[src/rtl/multicycle_sequencer.sv]
// rtl/multicycle_sequencer.sv - multi-cycle FETCH/DECODE/EXEC control unit for the 9-bit CPU
module multicycle_sequencer #(
    parameter int              PC_W     = 10,
    parameter int              MEM_LAT  = 1,
    parameter logic [PC_W-1:0] RESET_PC = '0,
    parameter logic [8:0]      HALT_OP  = 9'h1FF
) (
    input  logic            clk,
    input  logic            rst_n,
    input  logic            start,
    output logic [PC_W-1:0] imem_addr,
    input  logic [8:0]      instr_i,
    input  logic            reg_zero,
    output logic            lit,
    output logic            mov,
    output logic            alu_en,
    output logic            load_en,
    output logic            stor_en,
    output logic            lit_nibble,
    output logic [3:0]      lit_val,
    output logic            mem_sel,
    output logic [3:0]      reg_src,
    output logic [3:0]      reg_dst,
    output logic [6:0]      alu_op,
    output logic            busy,
    output logic            done
);
    localparam logic [2:0] ST_IDLE     = 3'd0;
    localparam logic [2:0] ST_FETCH    = 3'd1;
    localparam logic [2:0] ST_DECODE   = 3'd2;
    localparam logic [2:0] ST_EXEC     = 3'd3;
    localparam logic [2:0] ST_MEM_WAIT = 3'd4;
    localparam logic [2:0] ST_DONE     = 3'd5;

    localparam int              CNT_W    = (MEM_LAT > 2) ? $clog2(MEM_LAT - 1) : 1;
    localparam logic [CNT_W-1:0] WAIT_INIT = CNT_W'((MEM_LAT > 1) ? MEM_LAT - 2 : 0);

    logic [2:0]       state_q, state_d;
    logic [PC_W-1:0]  pc_q, pc_d;
    logic [8:0]       ir_q, ir_d;
    logic [CNT_W-1:0] wait_q, wait_d;
    logic [3:0]       src_q, src_d, dst_q, dst_d;
    logic             msel_q, msel_d;

    logic is_halt, is_lit, is_mov, is_mem, is_br, is_jmp, is_alu, br_taken;

    assign is_halt  = (ir_q == HALT_OP);
    assign is_lit   = ~ir_q[8] & (ir_q[6:5] == 2'b00);
    assign is_mov   = ~ir_q[8] & (ir_q[6:5] != 2'b00);
    assign is_mem   = (ir_q[8:5] == 4'b1000);
    assign is_br    = (ir_q[8:5] == 4'b1001);
    assign is_jmp   = (ir_q[8:5] == 4'b1010);
    assign is_alu   = (ir_q[8:7] == 2'b11) & ~is_halt;
    assign br_taken = ir_q[4] ? ~reg_zero : reg_zero;

    always_comb begin
        state_d = state_q;
        pc_d    = pc_q;
        ir_d    = ir_q;
        wait_d  = wait_q;
        src_d   = src_q;
        dst_d   = dst_q;
        msel_d  = msel_q;
        case (state_q)
            ST_IDLE, ST_DONE: begin
                if (start) begin
                    pc_d    = RESET_PC;
                    state_d = ST_FETCH;
                end
            end
            ST_FETCH: state_d = ST_DECODE;
            ST_DECODE: begin
                ir_d    = instr_i;
                state_d = ST_EXEC;
                // Register fields are latched with the IR so they are valid for all of EXEC
                // and keep the last relevant decode afterwards.
                if (instr_i != HALT_OP) begin
                    if (!instr_i[8]) begin
                        if (instr_i[6:5] == 2'b00) begin
                            dst_d = instr_i[3:0];
                        end else begin
                            dst_d = instr_i[7:4];
                            src_d = instr_i[3:0];
                        end
                    end else if (instr_i[7:5] == 3'b000) begin
                        msel_d = instr_i[3];
                        if (instr_i[4]) src_d = {1'b0, instr_i[2:0]};
                        else            dst_d = {1'b0, instr_i[2:0]};
                    end else if (instr_i[7:5] == 3'b001) begin
                        src_d = instr_i[3:0];
                    end else if (instr_i[7]) begin
                        dst_d = instr_i[3:0];
                    end
                end
            end
            ST_EXEC: begin
                if (is_halt) begin
                    state_d = ST_DONE;
                end else begin
                    state_d = ST_FETCH;
                    pc_d    = pc_q + PC_W'(1);
                    if (is_br && br_taken) begin
                        pc_d = pc_q + PC_W'(2);
                    end else if (is_jmp) begin
                        pc_d = pc_q + {{(PC_W-5){ir_q[4]}}, ir_q[4:0]};
                    end else if (is_mem && (MEM_LAT > 1)) begin
                        state_d = ST_MEM_WAIT;
                        wait_d  = WAIT_INIT;
                    end
                end
            end
            ST_MEM_WAIT: begin
                if (wait_q == '0) state_d = ST_FETCH;
                else              wait_d  = wait_q - CNT_W'(1);
            end
            default: state_d = ST_IDLE;
        endcase
    end

    always_ff @(posedge clk or negedge rst_n) begin
        if (!rst_n) begin
            state_q <= ST_IDLE;
            pc_q    <= '0;
            ir_q    <= '0;
            wait_q  <= '0;
            src_q   <= '0;
            dst_q   <= '0;
            msel_q  <= 1'b0;
        end else begin
            state_q <= state_d;
            pc_q    <= pc_d;
            ir_q    <= ir_d;
            wait_q  <= wait_d;
            src_q   <= src_d;
            dst_q   <= dst_d;
            msel_q  <= msel_d;
        end
    end

    logic in_exec, in_mem;
    assign in_exec = (state_q == ST_EXEC);
    assign in_mem  = in_exec | (state_q == ST_MEM_WAIT);

    assign imem_addr  = pc_q;
    assign lit        = in_exec & is_lit;
    assign mov        = in_exec & is_mov;
    assign alu_en     = in_exec & is_alu;
    assign load_en    = in_mem & is_mem & ~ir_q[4];
    assign stor_en    = in_mem & is_mem & ir_q[4];
    assign lit_nibble = ir_q[4];
    assign lit_val    = ir_q[3:0];
    assign alu_op     = ir_q[6:0];
    assign mem_sel    = msel_q;
    assign reg_src    = src_q;
    assign reg_dst    = dst_q;
    assign busy       = (state_q == ST_FETCH) | (state_q == ST_DECODE) | in_mem;
    assign done       = (state_q == ST_DONE);
endmodule

[config.mk]
export PLATFORM = sky130hd
export DESIGN_NAME = multicycle_sequencer
export DESIGN_NICKNAME = d
export VERILOG_FILES = /design/src/rtl/multicycle_sequencer.sv
export SDC_FILE = /design/constraint.sdc
export NUM_CORES = 1
export LEC_CHECK = 0
export CORE_UTILIZATION = 53
export DETAILED_ROUTE_END_ITERATION = 8
export GPL_TIMING_DRIVEN = 1
export MAX_ROUTING_LAYER = met4
export PLACE_DENSITY = 0.9
export SYNTH_ARGS = -nofsm -noshare
export SYNTH_HDL_FRONTEND = slang
export SYNTH_SLANG_ARGS = --single-unit
[constraint.sdc]
create_clock -name clk -period 5.2 [get_ports clk]
set_clock_uncertainty 0.05 [all_clocks]
set_input_delay 0.78 -clock clk [delete_from_list [all_inputs] [get_ports clk]]
set_output_delay 0.78 -clock clk [all_outputs]
set_load 0.01 [all_outputs]
==> implementation parameters <==
Parameter                              Value

Power and ir drop
  P per Cell Area    between 500 and 600 nW/um2
  Leakage dissipation    0.00105 uW
  Max IR drop VDD    369 uV

Drt
  Vias per std cell    5.92
  Number of DRC violations after detailed-routing iteration 0    134
  Number of vias after detailed routing    approximately 1800
  Routed wire length per instance    14.7 um
  Post-detailed-routing wire length    4.54 mm
  Antenna Violating Nets Remaining    0
  DRC violations left    0
  1st-pass router iterations    4

Global route
  GRT Resource Usage Total    25.7%
  Maximum number of pins on one net before global-route repair    32
  Antenna violations before repair    0
  First-pass GRT wire length    around 7.8 mm
  Via count of the first global-routing pass    ~1700
  Overflow left after global routing    0

Yosys
  Number of cells produced by synthesis    221
  Mean post-synth cell area    9.10 um2
  Cell type contributing the most total cell area after synthesis    sky130_fd_sc_hd__dfrtp_1
  Post-synthesis sequential element count    31
  Sequential-to-total area share from yosys stat    38.6%
  Ranking of synthesized cells by area    sky130_fd_sc_hd__dfrtp_1 (39%), sky130_fd_sc_hd__mux2_2 (7.3%), sky130_fd_sc_hd__buf_4 (4.1%), sky130_fd_sc_hd__nand2_1 (3.4%), sky130_fd_sc_hd__nor2_1 (3.4%)
  Fraction of synthesized cell area taken by the top area cell type    38.6%
  Number of enable flip-flop cells after synthesis    0
  Predominant post-synthesis flop cell    sky130_fd_sc_hd__dfrtp_1
  Nets in the synthesized netlist    240
  Total number of yosys warnings    0
  Syn Std Cell Area    2010 um2
  Share of async-settable or async-resettable flops after synthesis    100%
  Number of distinct library cells after synthesis    52

Clock tree
  Register clock-pin slew on the reported worst setup and hold paths    ~0.070 ns
  CTS tree    built
  H-tree levels    2
  Count of clock tree sinks    31
  CTS resizes    0
  Maximum clock path buffer count    2
  Root buffer selected by CTS    sky130_fd_sc_hd__clkbuf_8
  Number of buffers inserted by hold repair at cts    0
  Post-CTS setup-driven buffer insertion count    0
  Clock latency on the worst-skew pair    0.28 ns
  CTS buffer count    5

Timing
  Worst hold margin    approximately 0.45 ns
  Final critical path time including I/O delays and setup    3.14 ns
  Setup violators final    0
  Setup repair after global routing missed its margin    false
  Final number of hold-violating endpoints    0
  Actual transition at the worst max-transition pin    0.865 ns
  Slew Viols, Final    0
  Total negative setup slack    0 ns
  Worst slew margin relative to its limit    42.1%
  F_max    0.318 GHz
  Final critical-path share of the clock period    60.5%

Worst hold path
  Worst min-delay path category    reg2reg

Cells and area
  Synth-to-Final Area Change    27.0%
  Share of final-layout standard cells stronger than drive strength 1    a little over a tenth
  Fraction of the core area covered by cells at the end of the flow    a little over two thirds
  Ant diodes    0
  Nets    279

Run status
  Result of the run    complete, no violations

Place
  Final GP Congestion    0.914
  PortBufs    50
  Detailed-placement wirelength estimate    3.39 mm

Floorplan
  Site row count    22
  Full die area    roughly 4000 um2
  DIE WIDTH    approximately 64 um
  Effective utilization at floorplan    54.9%
  Die height    63.6 um
  I/O pin total    51
  CORE AREA    3660 um2

Worst setup path
  Critical path data required time    4.37 ns
  Depth of the worst register-to-register path    11
  Critical path startpoint category    flip-flop
  Reg-to-reg startpoint    ir_q[8]$_DFFE_PN0P_
  Crit end category    output port
  Start point of the critical path    ir_q[4]$_DFFE_PN0P_
  Setup slack of the most critical reg-to-reg path    approximately 2.4 ns
  Timing endpoint of the critical path    alu_en
  Worst-path fanout max    12
  Arrival time at the worst endpoint    2.31 ns
  Worst Path Class, Setup    reg2out
  Worst r2r dst    imem_addr[7]$_DFFE_PN0P_

Flow run
  Max-cap violations    0
[worst max-delay path: stages, from the launching register on]
cell	delay, ns
sky130_fd_sc_hd__dfrtp_1	0.49
sky130_fd_sc_hd__nand2_1	0.09
sky130_fd_sc_hd__or3_1	0.41
sky130_fd_sc_hd__and2_1	0.30
sky130_fd_sc_hd__and3_1	0.26
sky130_fd_sc_hd__clkdlybuf4s50_1	0.48
[power by group]
group | leakage [uW] | switching, uW | internal (uW)
Sequential | 0.000381 | 134 | 348
Clock | 0.0000402 | 96.6 | 92.9
Combinational | 0.000625 | 338 | 409
[how the worst min path moves through the flow]
stage                                       from                  endpoint  slack [ns]  cells after the start
after CTS                 reg_src[3]$_DFFE_PN0P_    reg_src[3]$_DFFE_PN0P_        0.45                      2
after floorplan                            rst_n  imem_addr[0]$_DFFE_PN0P_        0.43                      0
after global routing      reg_src[0]$_DFFE_PN0P_    reg_src[0]$_DFFE_PN0P_        0.48                      1
final                     reg_src[3]$_DFFE_PN0P_    reg_src[3]$_DFFE_PN0P_        0.45                      2
after global placement    reg_src[3]$_DFFE_PN0P_    reg_src[3]$_DFFE_PN0P_        0.42                      2
after detailed placement  reg_src[3]$_DFFE_PN0P_    reg_src[3]$_DFFE_PN0P_        0.42                      2
[synth_stat cells (all sizes together) (4+ instances only)]
cell / number
dfrtp: 31
nand2: 18
nor2: 18
mux2: 13
buf: 12
o21ai: 11
a21oi: 9
nor3: 9
clkbuf: 7
inv: 7
nand2b: 6
and2: 5
ha: 5
nand3: 5
nand4: 5
a211oi: 4
or2: 4
[metrics by stage]
stage                     instances  setup slack, ns  area [um2]  total power, uW
after floorplan                 221             2.62        2010              938
after global placement          301             2.40        2460             1210
after detailed placement        301             2.34        2460             1230
after CTS                       309             2.05        2550             1420
after global routing            309             1.99        2550             1530
final                           309             2.06        2550             1420
[cells in the final DEF (no fill, tap or decap), drive strengths merged, types with 4 or more instances in the layout]
master,synthesis,final
ha,5,5
nand2,18,18
nand2b,6,6
o21ai,11,11
clkdlybuf4s50,0,50
a211oi,4,4
a21oi,9,9
nand3,5,5
nor3,9,9
dfrtp,31,31
nor2,18,18
nand4,5,5
inv,7,7
and2,5,5
mux2,13,13
clkbuf,7,5
or2,4,4
[sequential cells by signal, summed over array words and instances, names as in the netlist]
signal,cells
imem_addr,10
state_q,3
mem_sel,1
reg_dst,4
reg_src,4
ir_q,9
[final cells by class]
cell class	instances	area (um2)
clock buffer	5	68.8
sequential	31	776
fill	296	1110
tap	48	60.1
inverter	7	26.3
clock inverter	3	20.0
multi-input combinational	164	1090
timing repair buffer	51	508
[routing by layer]
metal	GRT usage (%)	part of all wire, %	vias up
met2	42.0	50	67
met1	31.8	44	881
li1	-	-	869
met4	9.38	1.9	0
met5	-	0	-
met3	4.17	4.6	13
[cells by family (layout without fill, tap and decap cells)]
logic type / Yosys count / in the layout / synth area share [%]
AND/OR/NAND/NOR: 90 / 90 / 23.9
AO/OA/AOI/OAI: 47 / 47 / 15.5
flip-flops: 31 / 31 / 38.6
buffers and inverters: 26 / 66 / 6.97
multiplexers: 16 / 16 / 8.77
adder cells (fa/ha/maj): 6 / 6 / 4.11
XOR/XNOR: 5 / 5 / 2.18
(Power assumes the default switching activity.)
==> edit, RTL diff (same settings) <==
Register the output `reg_src` once more, without a reset; this adds one clock of latency there. The other outputs are not delayed to match.
--- a/src/rtl/multicycle_sequencer.sv
+++ b/src/rtl/multicycle_sequencer.sv
@@ -153,3 +153,5 @@
     assign mem_sel    = msel_q;
-    assign reg_src    = src_q;
+    always_ff @(posedge clk) begin
+        reg_src <= src_q;
+    end
     assign reg_dst    = dst_q;
Behaviour: not the same (a bounded check fails within 4 cycles, from zero or initial values and one cycle with rst_n low).
==> edit against the original RTL <==
- sequential cell count grew 4
- sequential share of layout area increased by 1.2 points
- cell area increased by 6.0%
- synthesized area rose by 8.4%
- total power increased by 9.3%
- clock power increased by 34%
- routed wire length up 12%
- register-to-register slack gained 0.02 ns
- worst setup slack got worse by 0.10 ns
- first-iteration DRC count is 3.0% higher
- non-clock buffer count did not move
- via count increased by 2.0%
- highest routed layer unchanged
==> edit: results (changes against the original RTL) <==
| Metric | Value |
|---|---|
| Outcome | completed |
| Final RePlAce weighted congestion | 0.960 (+5.0%) |
| Post-synth top cells | dfrtp_1, nor2_1, nand2_1 |
| Worst r2r src | state_q[2]$_DFFE_PN0P_ |
| Total track usage | 26.2% (+0.52 points) |
| DRT iter0 DRCs | 138 (+3.0%) |
| Layout cells sized above 1 | 12.3% (+1.6 points) |
| FF-to-FF path depth | 5 (-6) |
| Internal | 0.947 mW (+11%) |
| Worst EP arrival | 2.42 ns (+0.11 ns) |
| GR Layer Usage met3 | 5.34% (+1.2 points) |
| Register area share after synthesis | 39.3% (+0.68 points) |
| Reg2reg end | src_q[0]$_DFFE_PN0P_ |
| P_comb | 0.760 mW (+2%) |
| Clock network power share | 16.4% (+3.0 points) |
| Number of global-route vias before repair | 1724 (+3.0%) |
| Met1 usage | 32.2% (+0.40 points) |
| P_leak | 1.08 nW (+2.9%) |
| First-pass GRT wire length | 8180 um (+5.0%) |
| Pwr Total | 1.55 mW (+9.3%) |
| Grt met2 use | 42.6% (+0.58 points) |
| Via density | 5.91 (-0.24%) |
| Worst Hold Margin | 0.319 ns (-0.133 ns) |
| Main area contributors after synthesis | dfrtp_1, mux2_2, buf_4 |
| Filler Cell Count | 294 (-0.68%) |
| Max incr delay on CP | 0.55 ns (+0.06 ns) |
| M1 wire length | 2190 um (+10%) |
[edit: critical path, delay by kind of cell (launching register included)]
family	cells	cell delay [ns]
and+or+nand+nor	4	1.10
buffers and inverters	1	0.55
DFF	1	0.46
[edit: worst max-delay path by stage]
stage | endpoint | cells after the start | start | slack [ns]
2_1_floorplan | imem_addr[8]$_DFFE_PN0P_ | 11 | ir_q[8]$_DFFE_PN0P_ | 2.77
3_3_place_gp | alu_en | 5 | state_q[2]$_DFFE_PN0P_ | 2.36
3_5_place_dp | alu_en | 5 | state_q[2]$_DFFE_PN0P_ | 2.28
4_1_cts | alu_en | 5 | state_q[2]$_DFFE_PN0P_ | 1.94
5_1_grt | alu_en | 5 | state_q[2]$_DFFE_PN0P_ | 1.81
6_report | alu_en | 5 | state_q[2]$_DFFE_PN0P_ | 1.95
[edit: final cells by class]
cell class | instances | share of cell area [%]
Clock buffer | 5 | 2.54
Multi-Input combinational cell | 163 | 41.6
Inverter | 11 | 1.52
Timing Repair Buffer | 51 | 18.8
Tap cell | 48 | 2.22
Sequential cell | 35 | 31.6
Clock inverter | 3 | 1.71
[edit: logic make-up after synthesis]
group	count (synthesis)	synth area share, %
AO/OA/AOI/OAI	51	16.1
AND/OR/NAND/NOR	85	21.7
buffers and inverters	32	9.01
flip-flops	35	39.3
multiplexers	16	8.09
adder cells (fa/ha/maj)	6	3.79
XOR/XNOR	5	2.01
[edit: per-stage QoR]
step	cell area [um2]	setup WS (ns)	instances	util [%]
2_1_floorplan	2180	2.77	230	-
5_1_grt	2710	1.81	316	71.3
6_report	2710	1.95	316	71.3
3_3_place_gp	2590	2.36	308	68.2
3_5_place_dp	2590	2.28	308	68.2
4_1_cts	2710	1.94	316	71.3
